**config.mk**
```make
export PLATFORM = sky130hd
export DESIGN_NAME = uart_txrx
export DESIGN_NICKNAME = d
export VERILOG_FILES = /design/src/rtl/uart_txrx.sv
export SDC_FILE = /design/constraint.sdc
export NUM_CORES = 1
export LEC_CHECK = 0
export ABC_AREA = 1
export CAP_MARGIN = 25
export CORE_ASPECT_RATIO = 0.5
export CORE_UTILIZATION = 50
export DETAILED_ROUTE_END_ITERATION = 7
export GPL_TIMING_DRIVEN = 1
export MAX_ROUTING_LAYER = met4
export PLACE_DENSITY_LB_ADDON = 0.25
export SKIP_CTS_REPAIR_TIMING = 1
export SLEW_MARGIN = 20
export SYNTH_ARGS = -nofsm -noshare
export SYNTH_HDL_FRONTEND = slang
export SYNTH_SLANG_ARGS = --single-unit
```
**constraint.sdc**
```tcl
create_clock -name clk210_p -period 1.6 [get_ports clk210_p]
set_clock_uncertainty 0.1 [all_clocks]
set_input_delay 0.4 -clock clk210_p [delete_from_list [all_inputs] [get_ports clk210_p]]
set_output_delay 0.4 -clock clk210_p [all_outputs]
set_load 0.03 [all_outputs]
```
**src/rtl/uart_txrx.sv**
```systemverilog
// 8N1 UART transmitter/receiver with a shared 16x oversampling baud generator.
// Optional UART_RX_SYNC_EN adds a two-flop synchronizer on rx_p.
module uart_txrx #(
  parameter int CLK_HZ  = 210000000,
  parameter int BAUD    = 115200,
  parameter int OSR_DIV = (CLK_HZ + 8 * BAUD) / (16 * BAUD)
) (
  input  logic       clk210_p,
  input  logic       reset_p,
  output logic       baud_16_x_p,
  output logic       baud_1_x_p,
  output logic       tx_p,
  input  logic [7:0] transmit_data_p,
  input  logic       transmit_req_p,
  output logic       transmit_done_p,
  input  logic       transmit_done_ack_p,
  input  logic       rx_p,
  output logic [7:0] received_data_p,
  output logic       received_data_read_req_p,
  input  logic       received_data_ack_p
);

  localparam int DW = (OSR_DIV > 1) ? $clog2(OSR_DIV) : 1;

  typedef enum logic [2:0] {
    TX_IDLE, TX_START, TX_DATA, TX_STOP, TX_DONE
  } tx_state_t;

  typedef enum logic [1:0] {
    RX_IDLE, RX_START, RX_DATA, RX_STOP
  } rx_state_t;

  logic [DW-1:0] div_cnt;
  logic [3:0]    tick_cnt;
  logic          tick16;
  logic          tick1;

  assign tick16 = (div_cnt == DW'(OSR_DIV - 1));
  assign tick1  = tick16 && (tick_cnt == 4'd15);

  always_ff @(posedge clk210_p) begin
    if (reset_p) begin
      div_cnt     <= '0;
      tick_cnt    <= '0;
      baud_16_x_p <= 1'b0;
      baud_1_x_p  <= 1'b0;
    end else begin
      baud_16_x_p <= tick16;
      baud_1_x_p  <= tick1;
      if (tick16) begin
        div_cnt  <= '0;
        tick_cnt <= tick_cnt + 4'd1;
      end else begin
        div_cnt <= div_cnt + DW'(1);
      end
    end
  end

  logic rx_s;
`ifdef UART_RX_SYNC_EN
  logic [1:0] rx_sync;
  always_ff @(posedge clk210_p) begin
    if (reset_p) rx_sync <= 2'b11;
    else         rx_sync <= {rx_sync[0], rx_p};
  end
  assign rx_s = rx_sync[1];
`else
  assign rx_s = rx_p;
`endif

  tx_state_t tx_state, tx_state_n;
  logic [7:0] tx_byte, tx_byte_n;
  logic [2:0] tx_idx, tx_idx_n;
  logic       tx_armed, tx_armed_n;
  logic       tx_n, done_n, req_q;

  always_ff @(posedge clk210_p) begin
    if (reset_p) begin
      tx_state        <= TX_IDLE;
      tx_byte         <= '0;
      tx_idx          <= '0;
      tx_armed        <= 1'b0;
      tx_p            <= 1'b1;
      transmit_done_p <= 1'b0;
      req_q           <= 1'b0;
    end else begin
      tx_state        <= tx_state_n;
      tx_byte         <= tx_byte_n;
      tx_idx          <= tx_idx_n;
      tx_armed        <= tx_armed_n;
      tx_p            <= tx_n;
      transmit_done_p <= done_n;
      req_q           <= transmit_req_p;
    end
  end

  // START waits one baud period before dropping the line so every bit
  // boundary lands on a baud_1_x_p pulse.
  always_comb begin
    tx_state_n = tx_state;
    tx_byte_n  = tx_byte;
    tx_idx_n   = tx_idx;
    tx_armed_n = tx_armed;
    tx_n       = tx_p;
    done_n     = transmit_done_p;
    unique case (tx_state)
      TX_IDLE: begin
        tx_n = 1'b1;
        if (!transmit_done_p && transmit_req_p && !req_q) begin
          tx_state_n = TX_START;
          tx_byte_n  = transmit_data_p;
          tx_armed_n = 1'b0;
        end
      end
      TX_START: begin
        if (tick1) begin
          if (!tx_armed) begin
            tx_n       = 1'b0;
            tx_armed_n = 1'b1;
          end else begin
            tx_n       = tx_byte[0];
            tx_idx_n   = 3'd0;
            tx_state_n = TX_DATA;
          end
        end
      end
      TX_DATA: begin
        if (tick1) begin
          if (tx_idx == 3'd7) begin
            tx_n       = 1'b1;
            tx_state_n = TX_STOP;
          end else begin
            tx_idx_n = tx_idx + 3'd1;
            tx_n     = tx_byte[tx_idx + 3'd1];
          end
        end
      end
      TX_STOP: begin
        if (tick1) begin
          tx_state_n = TX_DONE;
          done_n     = 1'b1;
        end
      end
      TX_DONE: begin
        tx_n = 1'b1;
        if (transmit_done_ack_p) begin
          done_n     = 1'b0;
          tx_state_n = TX_IDLE;
        end
      end
      default: tx_state_n = TX_IDLE;
    endcase
  end

  rx_state_t rx_state, rx_state_n;
  logic [3:0] rx_cnt, rx_cnt_n;
  logic [2:0] rx_bit, rx_bit_n;
  logic [7:0] rx_sh, rx_sh_n, rdata_n;
  logic       rreq_n;

  always_ff @(posedge clk210_p) begin
    if (reset_p) begin
      rx_state                 <= RX_IDLE;
      rx_cnt                   <= '0;
      rx_bit                   <= '0;
      rx_sh                    <= '0;
      received_data_p          <= 8'h00;
      received_data_read_req_p <= 1'b0;
    end else begin
      rx_state                 <= rx_state_n;
      rx_cnt                   <= rx_cnt_n;
      rx_bit                   <= rx_bit_n;
      rx_sh                    <= rx_sh_n;
      received_data_p          <= rdata_n;
      received_data_read_req_p <= rreq_n;
    end
  end

  // A completing byte sets the request after the ack clears it, so set wins.
  always_comb begin
    rx_state_n = rx_state;
    rx_cnt_n   = rx_cnt;
    rx_bit_n   = rx_bit;
    rx_sh_n    = rx_sh;
    rdata_n    = received_data_p;
    rreq_n     = received_data_read_req_p;
    if (received_data_ack_p) rreq_n = 1'b0;
    unique case (rx_state)
      RX_IDLE: begin
        if (!rx_s) begin
          rx_state_n = RX_START;
          rx_cnt_n   = 4'd0;
        end
      end
      RX_START: begin
        if (tick16) begin
          rx_cnt_n = rx_cnt + 4'd1;
          if (rx_cnt == 4'd7) begin
            rx_cnt_n   = 4'd0;
            rx_bit_n   = 3'd0;
            rx_state_n = rx_s ? RX_IDLE : RX_DATA;
          end
        end
      end
      RX_DATA: begin
        if (tick16) begin
          rx_cnt_n = rx_cnt + 4'd1;
          if (rx_cnt == 4'd15) begin
            rx_sh_n  = {rx_s, rx_sh[7:1]};
            rx_bit_n = rx_bit + 3'd1;
            if (rx_bit == 3'd7) rx_state_n = RX_STOP;
          end
        end
      end
      RX_STOP: begin
        if (tick16) begin
          rx_cnt_n = rx_cnt + 4'd1;
          if (rx_cnt == 4'd15) begin
            rx_state_n = RX_IDLE;
            if (rx_s) begin
              rdata_n = rx_sh;
              rreq_n  = 1'b1;
            end
          end
        end
      end
      default: rx_state_n = RX_IDLE;
    endcase
  end

endmodule

```
==> results of run 1 <==
-- layout make-up --
| type | count | area (µm²) |
|---|---|---|
| clock buffers | 11 | 151 |
| clock inverters | 5 | 77.6 |
| fillers | 280 | 1010 |
| inverters | 50 | 198 |
| multi-input cells | 246 | 1440 |
| flip-flops and latches | 57 | 1150 |
| well taps | 66 | 82.6 |
| repair buffers | 56 | 549 |
-- worst paths after layout --
check / cells after the start / to / slack (ps)
setup / recovery: 10 / tx_idx[1]$_SDFFE_PP0P_ / -110
hold / removal: 2 / tx_byte[2]$_SDFFE_PP0P_ / 360
setup reg to reg: 10 / tx_idx[1]$_SDFFE_PP0P_ / -110
hold reg to reg: 2 / tx_byte[2]$_SDFFE_PP0P_ / 360
-- cells in the mapped netlist, drive strengths merged --
master  instances
nor3            5
nand3b          2
nand4           3
a21oi          32
o21a            1
nor2           55
or2             4
nand3          21
buf             1
xor2            1
nand2          80
clkbuf          5
nor3b           3
inv            49
dfxtp          57
clkinv          1
ha              8
and3            2
o21ai          26
a31oi           1
-- worst reg2reg max path, stage by stage (launching register included) --
cell and delay, ps:
dfxtp_2 320, inv_2 60, ha_4 130, nand2_4 50, nor2_4 150, nand3b_1 240
inv_2 180, nand3_4 120, inv_4 80, nand2_1 60, a21oi_2 150
-- power by group --
part / total (mW) / switching, mW / internal, mW
registers: 1.60 / 0.0818 / 1.52
logic: 0.808 / 0.500 / 0.308
clock network: 1.53 / 0.575 / 0.956
-- per-stage QoR --
stage          utilization [%]  cell area, µm²  instances  setup slack (ps)
2_1_floorplan                -            2570        357              65.8
3_3_place_gp              65.7            3060        467              -209
3_5_place_dp              65.7            3060        467              -252
4_1_cts                   70.6            3290        483              -307
5_1_grt                   78.2            3640        491              -189
6_report                  78.2            3640        491              -114
-- registers in the layout (all words and copies together) (netlist names), 3 cells and up, named ones only --
register         flops
tx_state             3
tick_cnt             4
received_data_p      8
rx_cnt               4
tx_byte              8
tx_idx               3
rx_bit               3
rx_sh                8
div_cnt              7
-- metal layers --
metal | track usage (%) | vias up
met1 | 22.8 | 1233
met3 | 8.00 | 32
met2 | 42.6 | 121
met4 | 13.1 | 0
li1 | - | 1267
met5 | - | -
-- cell families (layout without fill, tap and decap cells) --
logic type / after synthesis / after routing
flops: 57 / 57
compound gates: 60 / 60
simple gates: 175 / 177
buf+inv: 56 / 122
xor+xnor: 1 / 1
fa+ha+maj: 8 / 8
==> flow_metrics.tcl, run 1 <==
set metrics [dict create \
    status "complete, but fails checks" \
    failed_checks "setup timing" \
    synth_top_area_share_pct 44.5 \
    drtIter0Drc 237 \
    p_leak_nw 1.84 \
    ys_seq_area_share_pct 44.5 \
    clk_latency_ps 340 \
    synth-seq-cells 57 \
    cp_data_arrival_time_ps 1880 \
    fmax_mhz 583 \
    dr.pass1.iters 4 \
    finalSetupTns_ps -1100 \
    port_buffers 26 \
    topRoutingLayerUsed "met4" \
    pin_count 27 \
    period_share_pct 107 \
    final_cell_mix "67 x nand2_1, 51 x dfxtp_1, 47 x nor2_1, 44 x inv_1, 25 x a21oi_1" \
    final_common_cell "nand2_1" \
    synth-compound-area-share_pct 11.8 \
    avgSynthCellArea_um2 7.19 \
    vdd_drop_max_uv 586 \
    path_clk_slew_ps 70 \
    synth_top_family_by_area "simple AND/OR/NAND/NOR gates" \
    timing.slew.headroom_pct 77.8 \
    drv_slew 0 \
    place.gp.congestion 0.952 \
    synth_cell_type_count 29 \
    required_ps 1760 \
    diodes 0 \
    r2r-start "div_cnt[1]$_SDFF_PP0_" \
    syn_nets 379 \
    nNetsFinal 442 \
    cts_buffers 9 \
    cp-end-kind "flop" \
    p_per_area_mw_per_mm2 1080 \
    htreeDepth 3 \
    wl_met3_um 458 \
    die-area_mm2 0.00544 \
    synth_fa_ha_area_share_pct 3.90 \
    routed_wl_mm 6.92 \
    grt_pass1_vias 2277 \
    die_width_um 103 \
    synth-warning-count 0 \
    drv_cap 0 \
    synth-simple-area-share_pct 30.5 \
    clkSinkCount 57 \
    crit_chain "inv_2 -> ha_4 -> nand2_4 -> nor2_4 -> nand3b_1 -> inv_2 -> nand3_4 -> inv_4 -> nand2_1 -> a21oi_2" \
    rsz0062_at_grt "true" \
    area_delta_synth_final_pct 42.0 \
    crit_buf_inv 3 \
    synth_xor_area_share_pct 0.341 \
    worstMarginPinSlew_ps 333 \
    period_needed_ps 1710 \
    yosys-mux-area-fraction_pct 0 \
    postSynthCellCount 357 \
    path_max_fanout 4 \
    rows 17 \
    setup_slack_ps -114 \
    hold_start "tx_byte[2]$_SDFFE_PP0P_" \
    finalPower_mw 3.94 \
    cp_slowest_cell "dfxtp_2" \
    start_kind "flop" \
    core_area_mm2 0.00466 \
    max_stage_delay_ps 320 \
    synth_area_leaders "dfxtp_1 44%, nand2_1 11%, nor2_1 7.6%, inv_1 7.2%, a21oi_1 6.2%" \
    cts_tree "yes" \
    grt_max_degree 29 \
    critPathKind "reg -> reg" \
    met2WireLength_mm 3.44 \
    wl_met1_mm 2.80 \
    antenna_left 0 \
    finalHoldViolations 0 \
    hold_slack_ps 355 \
    cp_top_family "simple AND/OR/NAND/NOR gates" \
    grt_first_pass_wirelength_mm 9.26 \
    wl_per_cell_um 14.1 \
    antenna_found_initial 0 \
    vias 2653 \
    critPathLaunch "div_cnt[1]$_SDFF_PP0_" \
    grt_usage_pct 23.6 \
    die_h_um 52.7 \
    cts_buffer_depth 2 \
    cts-root-buf "clkbuf_8" \
    setup_violations 23 \
    grt.overflow.total 0 \
    drc_errors 0 \
    dp_hpwl_mm 3.93 \
    yosys.area.top_type "dfxtp_1" \
    crit_top_cell "inv_2" \
    drive_gt1_share_pct 26.4 \
    start_util_pct 55.1 \
    netlist_area_mm2 0.00257 \
    hold_path.class "reg -> reg" \
    via_per_inst 5.40 \
]
Note: power is estimated with default switching activity, not from simulation.
==> inputs of run 2 (changes only) <==
--- a/config.mk
+++ b/config.mk
@@ -8,9 +8,9 @@
 export ABC_AREA = 1
 export CAP_MARGIN = 25
 export CORE_ASPECT_RATIO = 0.5
-export CORE_UTILIZATION = 50
+export CORE_UTILIZATION = 40
 export DETAILED_ROUTE_END_ITERATION = 7
-export GPL_TIMING_DRIVEN = 1
+export GPL_TIMING_DRIVEN = 0
 export MAX_ROUTING_LAYER = met4
 export PLACE_DENSITY_LB_ADDON = 0.25
 export SKIP_CTS_REPAIR_TIMING = 1
==> run 2 against run 1 <==
First-iteration DRC count down 43%; count of clock-buffer cells in the layout decreased by 2; the flow still finishes with violations (setup timing); setup slack improved by 16 ps; utilization decreased by 20 points; hold slack lost 2.8 ps.
==> flow_metrics.tcl, run 2 (same netlist as run 1, synthesis figures left out) <==
set metrics [dict create \
    rsz0062_at_grt "true" \
    fmax_mhz 589 \
    grt_max_degree 12 \
    p_leak_nw 1.80 \
    via_per_inst 4.80 \
    path_clk_slew_ps 50 \
    whs_path_depth 2 \
    reg2reg_depth 10 \
    holdPathEnd "tx_byte[6]$_SDFFE_PP0P_" \
    drv_slew 0 \
    pin_count 27 \
    grt.overflow.total 0 \
    status "complete, but fails checks" \
    grt_pass1_vias 2044 \
    cts-root-buf "clkbuf_16" \
    clkSinkCount 57 \
    drive_gt1_share_pct 24.1 \
    met2WireLength_mm 2.97 \
    cp_data_arrival_time_ps 1850 \
    core_area_mm2 0.00613 \
    critPathKind "reg -> reg" \
    ff2ff_setup_slack_ps -100 \
    vdd_drop_max_uv 586 \
    wl_per_cell_um 11.5 \
    setup_slack_ps -98.6 \
    die_width_um 115 \
    reg_top3 "received_data_p x8, rx_sh x8, tx_byte x8" \
    final_cell_mix "62 x nand2_1, 49 x dfxtp_1, 43 x inv_1, 42 x nor2_1, 29 x a21oi_1" \
    period_needed_ps 1700 \
    htreeDepth 3 \
    setup_violations 18 \
    cts_buffers 9 \
    wl_met3_um 202 \
    nNetsFinal 432 \
    required_ps 1760 \
    die-area_mm2 0.00676 \
    area_delta_synth_final_pct 40.2 \
    port_buffers 26 \
    drc_errors 0 \
    topRoutingLayerUsed "met4" \
    p_per_area_mw_per_mm2 1180 \
    drv_cap 0 \
    worstMarginPinSlew_ps 586 \
    cp-end-kind "flop" \
    timing.slew.headroom_pct 60.9 \
    cts_tree "yes" \
    start_util_pct 41.9 \
    dr.pass1.iters 5 \
    post-route-util_pct 58.7 \
    final_common_cell "nand2_1" \
    diodes 0 \
    finalHoldViolations 0 \
    antenna_found_initial 0 \
    hold_start "tx_byte[6]$_SDFFE_PP0P_" \
    fillers 539 \
    r2r_end "received_data_p[5]$_SDFFE_PP0P_" \
    antenna_left 0 \
    wl_met1_mm 2.54 \
    rows 20 \
    failed_checks "setup timing" \
    drtIter0Drc 135 \
    place.gp.congestion 0.881 \
    routed_wl_mm 5.81 \
    path_max_fanout 5 \
    r2r-start "div_cnt[0]$_SDFF_PP0_" \
    vias 2412 \
    die_h_um 58.6 \
    grt_usage_pct 17.5 \
    grt_first_pass_wirelength_mm 8.69 \
    finalSetupTns_ps -724 \
    clk_latency_ps 330 \
    period_share_pct 106 \
    cts_buffer_depth 2 \
    dp_hpwl_mm 3.75 \
    start_kind "flop" \
    hold_path.class "reg -> reg" \
]
==> run 2: power breakdown <==
| group | internal (mW) | switching [mW] | leakage, nW |
|---|---|---|---|
| Clock | 1.20 | 0.676 | 0.137 |
| Sequential | 1.52 | 0.0783 | 0.466 |
| Combinational | 0.293 | 0.462 | 1.19 |
| Total | 3.02 | 1.22 | 1.80 |
==> run 2: critical path, stage by stage (launching register included) <==
cell     delay (ps)
dfxtp_2         370
ha_4            150
nand2_4          40
nor2_4          150
nand2_4          90
nor2_4          190
nand4_4         150
buf_6           170
nand2_2          50
nand2_1          40
a21oi_1         110
==> run 2: cell type report <==
type | instances | area, µm² | share of cell area (%)
buffer | 6 | 50.0 | 1.39
clock buffer | 9 | 225 | 6.26
clock inverter | 7 | 71.3 | 1.98
inverter | 50 | 190 | 5.29
multi-input combinational | 245 | 1380 | 38.3
sequential | 57 | 1150 | 32.1
tap | 88 | 110 | 3.06
timing repair buffer | 41 | 420 | 11.7
==> run 2: how the worst max path moves through the flow <==
stage	start	to	slack [ps]	depth (start not counted)
2_1_floorplan	div_cnt[0]$_SDFF_PP0_	received_data_p[1]$_SDFFE_PP0P_	70	9
3_3_place_gp	transmit_req_p	tx_byte[5]$_SDFFE_PP0P_	-530	7
3_5_place_dp	transmit_req_p	tx_byte[5]$_SDFFE_PP0P_	-560	7
4_1_cts	received_data_p[7]$_SDFFE_PP0P_	received_data_p[7]	-270	1
5_1_grt	div_cnt[0]$_SDFF_PP0_	received_data_p[1]$_SDFFE_PP0P_	-180	10
6_report	div_cnt[0]$_SDFF_PP0_	received_data_p[5]$_SDFFE_PP0P_	-100	10
==> run 2: stage by stage <==
stage                     worst slack [ps]  area (µm²)  cells  hold slack [ps]  power (mW)
after floorplan                       65.8        2570    357              329        2.08
after detailed placement              -556        2940    471              349        2.24
after global placement                -535        2940    471              343        2.23
after global routing                  -177        3600    503              380        4.46
final                                -98.6        3600    503              352        4.23
after CTS                             -268        3230    487              358        4.13
==> run 2: layer usage <==
metal | up-vias | GRT usage [%]
met5 | - | -
met2 | 29 | 29.2
li1 | 1251 | -
met1 | 1125 | 19.6
met4 | 0 | 6.12
met3 | 7 | 6.49
